File: src/rtl/fifo_stream_reader.sv
// Read-side consumer for the non-FWFT DPRAM FIFO: issues reads, absorbs the
// one-cycle RAM latency and re-presents words on a valid/ready stream.
module fifo_stream_reader #(
  parameter int WIDTH = 8
) (
  input  logic             i_Clk,
  input  logic             i_Rst,
  input  logic             i_Enable,
  output logic             o_Rd_En,
  input  logic             i_Empty,
  input  logic             i_Rd_DV,
  input  logic [WIDTH-1:0] i_Rd_Data,
  output logic             o_Valid,
  output logic [WIDTH-1:0] o_Data,
  input  logic             i_Ready,
  output logic [1:0]       o_Level,
  output logic             o_Err
);

  logic [1:0]       buf_cnt, buf_cnt_nxt;
  logic [WIDTH-1:0] head_q, head_nxt;
  logic [WIDTH-1:0] tail_q, tail_nxt;
  logic             inflight;
  logic             valid_q;
  logic             err_q, err_nxt;
  logic             pop, push;
  logic [1:0]       occ;

  assign pop  = valid_q & i_Ready;
  assign push = i_Rd_DV & inflight;
  assign occ  = buf_cnt + {1'b0, inflight};

  // A pop this cycle frees a slot, so a read may issue even at full occupancy.
  assign o_Rd_En = i_Enable & ~i_Empty & ~i_Rst & ((occ < 2'd2) | pop);

  always_comb begin
    buf_cnt_nxt = buf_cnt;
    head_nxt    = head_q;
    tail_nxt    = tail_q;
    err_nxt     = err_q | (i_Rd_DV & ~inflight) | (inflight & ~i_Rd_DV);
    case ({push, pop})
      2'b10: begin
        case (buf_cnt)
          2'd0: begin
            head_nxt    = i_Rd_Data;
            buf_cnt_nxt = 2'd1;
          end
          2'd1: begin
            tail_nxt    = i_Rd_Data;
            buf_cnt_nxt = 2'd2;
          end
          default: err_nxt = 1'b1;
        endcase
      end
      2'b01: begin
        head_nxt    = tail_q;
        buf_cnt_nxt = buf_cnt - 2'd1;
      end
      2'b11: begin
        if (buf_cnt == 2'd2) begin
          head_nxt = tail_q;
          tail_nxt = i_Rd_Data;
        end else begin
          head_nxt = i_Rd_Data;
        end
      end
      default: ;
    endcase
  end

  always_ff @(posedge i_Clk or posedge i_Rst) begin
    if (i_Rst) begin
      buf_cnt  <= '0;
      head_q   <= '0;
      tail_q   <= '0;
      inflight <= 1'b0;
      valid_q  <= 1'b0;
      err_q    <= 1'b0;
    end else begin
      buf_cnt  <= buf_cnt_nxt;
      head_q   <= head_nxt;
      tail_q   <= tail_nxt;
      inflight <= o_Rd_En;
      valid_q  <= (buf_cnt_nxt != 2'd0);
      err_q    <= err_nxt;
    end
  end

  assign o_Valid = valid_q;
  assign o_Data  = head_q;
  assign o_Level = buf_cnt;
  assign o_Err   = err_q;

endmodule

File: config.mk
export PLATFORM = sky130hd
export DESIGN_NAME = fifo_stream_reader
export DESIGN_NICKNAME = d
export VERILOG_FILES = /design/src/rtl/fifo_stream_reader.sv
export SDC_FILE = /design/constraint.sdc
export NUM_CORES = 1
export LEC_CHECK = 0
export ABC_CLOCK_PERIOD_IN_PS = 2600
export CAP_MARGIN = 10
export CORE_MARGIN = 1.5
export CORE_UTILIZATION = 49
export DETAILED_ROUTE_END_ITERATION = 8
export HOLD_SLACK_MARGIN = 0.08
export PLACE_DENSITY = 0.78
export SETUP_SLACK_MARGIN = 0.4
export SYNTH_ARGS = -nofsm -noshare
export SYNTH_HDL_FRONTEND = slang
export SYNTH_SLANG_ARGS = --single-unit
File: constraint.sdc
create_clock -name i_Clk -period 2.6 [get_ports i_Clk]
set_input_delay 0.52 -clock i_Clk [delete_from_list [all_inputs] [get_ports i_Clk]]
set_output_delay 0.52 -clock i_Clk [all_outputs]
set_load 0.02 [all_outputs]
### Word-level counts from Yosys, hierarchy flattened

Index checks and enable logic that the tools add are counted.

* input bits: 14
* logic and storage cells: 48
* register bits after elaboration: 21
* output and inout port bits: 13

* add/sub/neg operators: 2
* reduce and logical (&&, ||, !) cells: 7
* bitwise gates (word level): 14
* mux-type cells: 10
* eq/ne operators: 8
* order comparisons: 1

Operators with widths (number)
* two-way mux 8 bit: 4
* case mux 8 bit (3 select lines): 1
* case mux 8 bit (2 select lines): 1
* case mux 2 bit (2 select lines): 2
* AND 1 bit: 7
* equality test 2 bit, second input constant: 3
* inequality test 2 bit, second input constant: 3
* equality test 2 x 1 -> 1 bit, second input constant: 2
* inverter 1 bit: 4
* nonzero test 2 bit: 2
* OR 1 bit: 3
* AND reduction 3 bit: 1
* nonzero test 3 bit: 1
* adder 2 x 1 -> 2 bit: 1
* zero test 2 bit: 1
* less-than comparator 2 bit, second input constant: 1
* two-way mux 1 bit: 2
* AND reduction 2 bit: 1
* OR reduction 2 bit: 1
* subtractor 2 x 1 -> 2 bit, second input constant: 1

### Longest topological paths before layout

Gate-level depths: netlist of run 1.

* depth after elaboration: 6
* mapped depth: 9
* mapped depth without buffers: 6

### Least setup slack after synthesis of run 1

Ideal clock, no wire load.

* kind: input to register
* start point: in i_Ready
* end point: reg tail_q[0]
* stages on the path: 8
* arrival: 2.210 ns
* buffers on the path: 2
* setup time: 0.125 ns
* path slack: 0.265 ns
* required time: 2.475 ns
* cell sequence: buf_2 > nand2_1 > clkbuf_1 > inv_1 > ha_1 > nor2b_4 > a211oi_4 > mux2_2

* longest elaborated chain between the ends: 4
* elaborated cells between the ends (all ways): 8
* those cells by class: eq/ne: 4; mux: 1; bitwise: 1; reduce/logical: 2

Ends and longest elaborated chain
* from (decl): line 15 `input logic i_Ready,`
* AND 1 bit (*): line 29 `assign pop = valid_q & i_Ready;`
* equality test 2 bit: line 41 `case ({push, pop})`
* inequality test 2 bit (no source line) / nonzero test 2 bit (equally long branches)
* AND reduction 3 bit (no source line)
* to (signal assigned): line 82 `tail_q <= tail_nxt;`
* to (decl): line 22 `logic [WIDTH-1:0] tail_q, tail_nxt;`

Mark *: on every way between the ends. The rest lies on a longest branch, timed or not.
A chain may end at the register's enable or synchronous reset.

### Final worst setup path of run 1

* start point: in i_Ready
* end point: reg tail_q[7]

The elaborated chain is that of the path after synthesis.

==> results of run 1 <==
[power groups by stage]
| stage | registers, mW | logic, mW | clock network (mW) |
|---|---|---|---|
| global placement | 0.561 | 0.755 | 0 |
| global route | 0.581 | 0.856 | 0.179 |
| finish | 0.562 | 0.782 | 0.160 |
| floorplan | 0.655 | 0.408 | 0 |
| detailed placement | 0.570 | 0.783 | 0 |
| CTS | 0.563 | 0.783 | 0.165 |
[final cells by class]
type / count / area (um^2)
inverters: 8 / 30.03
clock buffers: 3 / 22.52
flip-flops and latches: 21 / 525.5
repair buffers: 32 / 312.8
multi-input cells: 75 / 621.8
well taps: 28 / 35.03
clock inverters: 1 / 5.005
fillers: 171 / 723.2
[routing by layer]
layer,up-vias,track usage
li1,461,-
met1,464,0.2624
met2,30,0.3604
met3,0,0.06286
met4,0,0.02991
met5,-,0
[worst reg2reg max path: cells and delay by family (launching register included)]
| kind | cells | cell delay, ns |
|---|---|---|
| flops | 1 | 0.41 |
| simple gates | 2 | 0.35 |
| mux | 1 | 0.33 |
| buf+inv | 2 | 0.24 |
| fa+ha+maj | 1 | 0.21 |
| compound gates | 1 | 0.19 |
[registers in the layout (all words and copies together) (netlist names)]
| name | cells |
|---|---|
| inflight | 1 |
| o_Data | 8 |
| o_Err | 1 |
| o_Level | 2 |
| o_Valid | 1 |
| tail_q | 8 |
[cells by family (layout without fill, tap and decap cells)]
kind of cell	Yosys count	in the layout	synth area share
simple gates	32	32	0.1455
xor+xnor	1	1	0.007278
flops	21	21	0.4366
compound gates	25	25	0.1830
mux	8	8	0.07485
buf+inv	14	44	0.05924
fa+ha+maj	9	9	0.09356
[what timing repair did]
item | CTS | global route
endpoints found under the setup margin | 1 | 9
hold buffers | 0 | 0
gates resized for setup | 1 | 7
endpoints found under the hold margin | 0 | 0
[worst max path at each step]
stage | end | slack [ns] | cells past startpoint | start
2_1_floorplan | tail_q[0]$_DFFE_PP0P_ | 0.44 | 8 | i_Ready
3_3_place_gp | tail_q[1]$_DFFE_PP0P_ | 0.14 | 8 | i_Rd_DV
3_5_place_dp | tail_q[7]$_DFFE_PP0P_ | 0.08 | 8 | i_Rd_DV
4_1_cts | o_Rd_En | 0.41 | 4 | i_Ready
5_1_grt | tail_q[1]$_DFFE_PP0P_ | 0.41 | 8 | i_Ready
6_report | tail_q[7]$_DFFE_PP0P_ | 0.49 | 8 | i_Ready
[synth_stat cells (3+ instances only)]
master	instances
dfrtp_1	21
ha_1	9
o21ai_0	9
a31oi_2	8
inv_1	8
mux2_2	8
nand4_1	8
nor3_1	8
nand2_1	5
nor2_1	5
buf_2	3
==> results_dict.tcl, run 1 <==
set metrics [dict create \
    cts_htree_levels 1 \
    placed_area_mm2 0.001515 \
    crit_path_top_delay_cell "clkdlybuf4s50_1" \
    setup_violations 0 \
    clock-root-buffer "clkbuf_4" \
    async_flop_share 1.000 \
    fmax_mhz 473.1 \
    dp_slack_ns 0.07783 \
    tightest_slew_ns 0.7708 \
    critPathBufInv 3 \
    place_congestion 0.7842 \
    syn-num-nets 133 \
    ant_nets 0 \
    final_common_cell "clkdlybuf4s50_1" \
    n_antenna_cell 0 \
    syn-mean-instance-area_um2 10.94 \
    synthFlopType "dfrtp_1" \
    reg2regPathDepth 7 \
    vdd_drop_max_mv 0.6134 \
    critPathTopFamily "buffers and inverters" \
    die_h_um 52.56 \
    rsz0062_at_grt "false" \
    slew_headroom 0.4856 \
    final_cell_mix "clkdlybuf4s50_1 (25), dfrtp_1 (21), o21ai_0 (9)" \
    hold_viol 0 \
    stdcell_area_mm2 0.001553 \
    ys_warn_count 0 \
    grt_pass1_wl_um 4264 \
    hold-path-endpoint "o_Err$_DFF_PP0_" \
    synth_top_area_frac 0.4366 \
    die_w_um 52.56 \
    holdWs_ns 0.5125 \
    startpoint_type "input pin" \
    rows 17 \
    p_clk_frac 0.107 \
    syn_to_final_growth_pct 29.00 \
    ys_types 26 \
    cp.arrival_ns 2.31 \
    p_per_area_mw_per_mm2 969.2 \
    cts_tree "yes" \
    die_area_mm2 0.002763 \
    hpwl_um 1901 \
    dr.pass1.iters 4 \
    p_total_mw 1.505 \
    grt_overflow 0 \
    grt.total_usage 0.2090 \
    seq_power_share 0.374 \
    io-pin-count 27 \
    p_int_mw 0.9072 \
    critPathRequiredTime_ns 2.80 \
    status "completed" \
    cts_setup_buffers 0 \
    switching_share 0.3972 \
    postSynthCellCount 110 \
    crit_path_max_incr_delay_ns 0.48 \
    slew_violations 0 \
    critPathMaxFanout 8 \
    synth.largest_area_cell "dfrtp_1" \
    place_inst 164 \
    power_switching_mw 0.5977 \
    antenna_found_initial 0 \
    drtIter0Drc 10 \
    totalWireLength_um 2430 \
    r2r_start "o_Valid$_DFF_PP0_" \
    path_class "in -> reg" \
    wl_met1_um 1054 \
    viasPerCell 5.685 \
    synth_edf_count 0 \
    setup_ws_ns 0.4863 \
    worstHoldPathType "reg -> reg" \
    crit_chain "clkdlybuf4s50_1 -> nand2_1 -> inv_2 -> ha_2 -> nor2_1 -> a211oi_4 -> buf_12 -> mux2_2" \
    ys_top_cells_by_area "dfrtp_1 (44%), ha_1 (9.4%), a31oi_2 (8.3%)" \
    setup_tns_ns 0 \
    path_clk_slew_ns 0.11 \
    insertion_delay_ns 0.31 \
    routed-via-count 955 \
    skew_ns 0.009264 \
    ys_ff_latch 21 \
    yosysSeqAreaShare 0.4366 \
    synth_area_mm2 0.001204 \
    whs_path_depth 1 \
    finalCritPeriodShare 0.8130 \
    r2r-end "tail_q[7]$_DFFE_PP0P_" \
    drcViolationCount 0 \
    cts_buffers 3 \
    cts.sinks 21 \
    leakagePower_nw 0.6448 \
    grt_pass1_vias 947 \
    fin_nets 164 \
    fin_crit_ns 2.114 \
    portBuffers 26 \
    wl_met3_um 111 \
    final_cells 168 \
    wl_met2_um 1264 \
    initial_core_util 0.5289 \
    ff2ff_setup_slack_ns 0.76 \
    highest_layer "met3" \
    cp-end-kind "register" \
    pwr-share-comb 0.520 \
    routedWlPerCell_um 14.46 \
    min-delay-start "o_Err$_DFF_PP0_" \
    core_mm2 0.002276 \
    cts.path.max_buffers 2 \
    utilization 0.6822 \
    drive_gt1_frac 0.2357 \
    grt_max_degree 22 \
    maxCapViolCount 0 \
]
No activity file was read; power rests on OpenSTA's default activity.
==> run 2: changes to the inputs <==
--- a/config.mk
+++ b/config.mk
@@ -5,7 +5,7 @@
 export SDC_FILE = /design/constraint.sdc
 export NUM_CORES = 1
 export LEC_CHECK = 0
-export ABC_CLOCK_PERIOD_IN_PS = 2600
+export ABC_CLOCK_PERIOD_IN_PS = 2000
 export CAP_MARGIN = 10
 export CORE_MARGIN = 1.5
 export CORE_UTILIZATION = 49
==> constraint.sdc (replaced) <==
create_clock -name i_Clk -period 2 [get_ports i_Clk]
set_input_delay 0.4 -clock i_Clk [delete_from_list [all_inputs] [get_ports i_Clk]]
set_output_delay 0.4 -clock i_Clk [all_outputs]
set_load 0.02 [all_outputs]
==> run 2 against run 1 <==
Net effect: die area did not move; routed wire length increased by 40%; register-to-register slack got worse by 0.52 ns; clock power increased by 34%; total power grew 48%; sequential cell count unchanged; hold slack worse by 0.38 ns; sequential power increased by 34%; via count grew 11%; cell area rose by 20%; critical path type is now reg -> reg; critical endpoint is now tail_q[3]$_DFFE_PP0P_.
==> results_dict.tcl, run 2 (same netlist as run 1, synthesis figures left out) <==
set metrics [dict create \
    cts_tree "yes" \
    grt_max_degree 22 \
    worstHoldPathType "in -> async" \
    p_total_mw 2.225 \
    totalWireLength_um 3411 \
    n_antenna_cell 0 \
    setup_tns_ns 0 \
    insertion_delay_ns 0.31 \
    hold_viol 0 \
    placed_area_mm2 0.001653 \
    vdd_drop_max_mv 0.9329 \
    die_w_um 52.56 \
    io-pin-count 27 \
    setup_violations 0 \
    cts_htree_levels 1 \
    portBuffers 26 \
    cts_buffers 3 \
    final_cell_mix "dfrtp_1 (20), buf_4 (18), dlygate4sd2_1 (11)" \
    fmax_mhz 566.6 \
    rsz0062_at_grt "true" \
    setup_ws_ns 0.2352 \
    place_inst 175 \
    startpoint_type "register" \
    syn_to_final_growth_pct 54.37 \
    critPathRequiredTime_ns 2.21 \
    tightest_slew_ns 0.2843 \
    cp-end-kind "register" \
    utilization 0.8164 \
    stdcell_area_mm2 0.001858 \
    ant_nets 0 \
    grt_pass1_wl_um 4933 \
    fin_nets 181 \
    drtIter0Drc 28 \
    maxCapViolCount 0 \
    grt_pass1_vias 1048 \
    grt_overflow 0 \
    grt.total_usage 0.2586 \
    finalCritPeriodShare 0.8824 \
    holdBufCountCts 0 \
    die_h_um 52.56 \
    viasPerCell 5.751 \
    core_mm2 0.002276 \
    rows 17 \
    cp.arrival_ns 1.98 \
    path_clk_slew_ns 0.12 \
    final_common_cell "dfrtp_1" \
    cts.sinks 21 \
    die_area_mm2 0.002763 \
    routed-via-count 1064 \
    slew_headroom 0.8099 \
    path_class "reg -> reg" \
    slew_violations 0 \
    p_per_area_mw_per_mm2 1197 \
    routedWlPerCell_um 18.44 \
    fin_crit_ns 1.765 \
    dp_slack_ns -0.3073 \
    drcViolationCount 0 \
    place_congestion 0.7917 \
    hpwl_um 2235 \
    holdWs_ns 0.1332 \
    dr.pass1.iters 4 \
    clock-root-buffer "clkbuf_4" \
    skew_ns 0.001804 \
    initial_core_util 0.5289 \
    leakagePower_nw 0.8078 \
    antenna_found_initial 0 \
    drive_gt1_frac 0.4777 \
    critPathMaxFanout 3 \
    status "completed" \
    final_cells 185 \
    cts.path.max_buffers 2 \
]
[run 2: cell types whose count changed in the layout (fill, tap and decap cells not counted), moves of 7 or more]
cell,previous run,this run
buf_4,5,18
clkdlybuf4s50_1,25,10
o21ai_0,9,2
mux2_2,8,0
mux2_4,0,8
nor3_1,8,1
dlygate4sd2_1,0,11
[run 2: worst paths after layout]
kind,from,end,slack (ns),cells past startpoint
max,inflight$_DFF_PP0_,tail_q[3]$_DFFE_PP0P_,0.24,7
min reg2reg,tail_q[6]$_DFFE_PP0P_,tail_q[6]$_DFFE_PP0P_,0.53,1
min,i_Rst,inflight$_DFF_PP0_,0.13,3
max in group asynchronous,i_Rst,o_Valid$_DFF_PP0_,1.63,3
max reg2reg,inflight$_DFF_PP0_,tail_q[3]$_DFFE_PP0P_,0.24,7
min in group i_Clk,tail_q[6]$_DFFE_PP0P_,tail_q[6]$_DFFE_PP0P_,0.53,1
[run 2: area by class of cell]
class	count	area [um^2]
Clock buffer	3	22.52
Clock inverter	1	5.005
Fill cell	128	417.9
Inverter	8	35.03
Multi-Input combinational cell	75	802.0
Sequential cell	21	526.8
Tap cell	28	35.03
Timing Repair Buffer	49	431.7
[run 2: layer usage]
layer	track usage	wire length [um]	share of wire	vias up
met4	0.09402	77	0.023	0
met3	0.06000	172	0.050	6
met5	0	0	0	-
met1	0.2716	1216	0.36	520
met2	0.4917	1944	0.57	45
li1	-	-	-	493
[run 2: critical path: stages (launching register included)]
cell	delay, ns
dfrtp_1	0.43
nand2_2	0.11
inv_4	0.06
ha_4	0.16
nor2b_4	0.13
a211oi_4	0.30
buf_6	0.17
mux2_4	0.30
[run 2: power by group]
group | switching, mW | total (mW) | internal (mW)
registers | 0.136 | 0.754 | 0.617
clock network | 0.139 | 0.214 | 0.0749
logic | 0.656 | 1.26 | 0.601
[run 2: timing repair]
action,in CTS,in global routing
pin swaps,4,12
endpoints found under the setup margin,30,20
buffers inserted,4,2
gates resized for setup,37,32
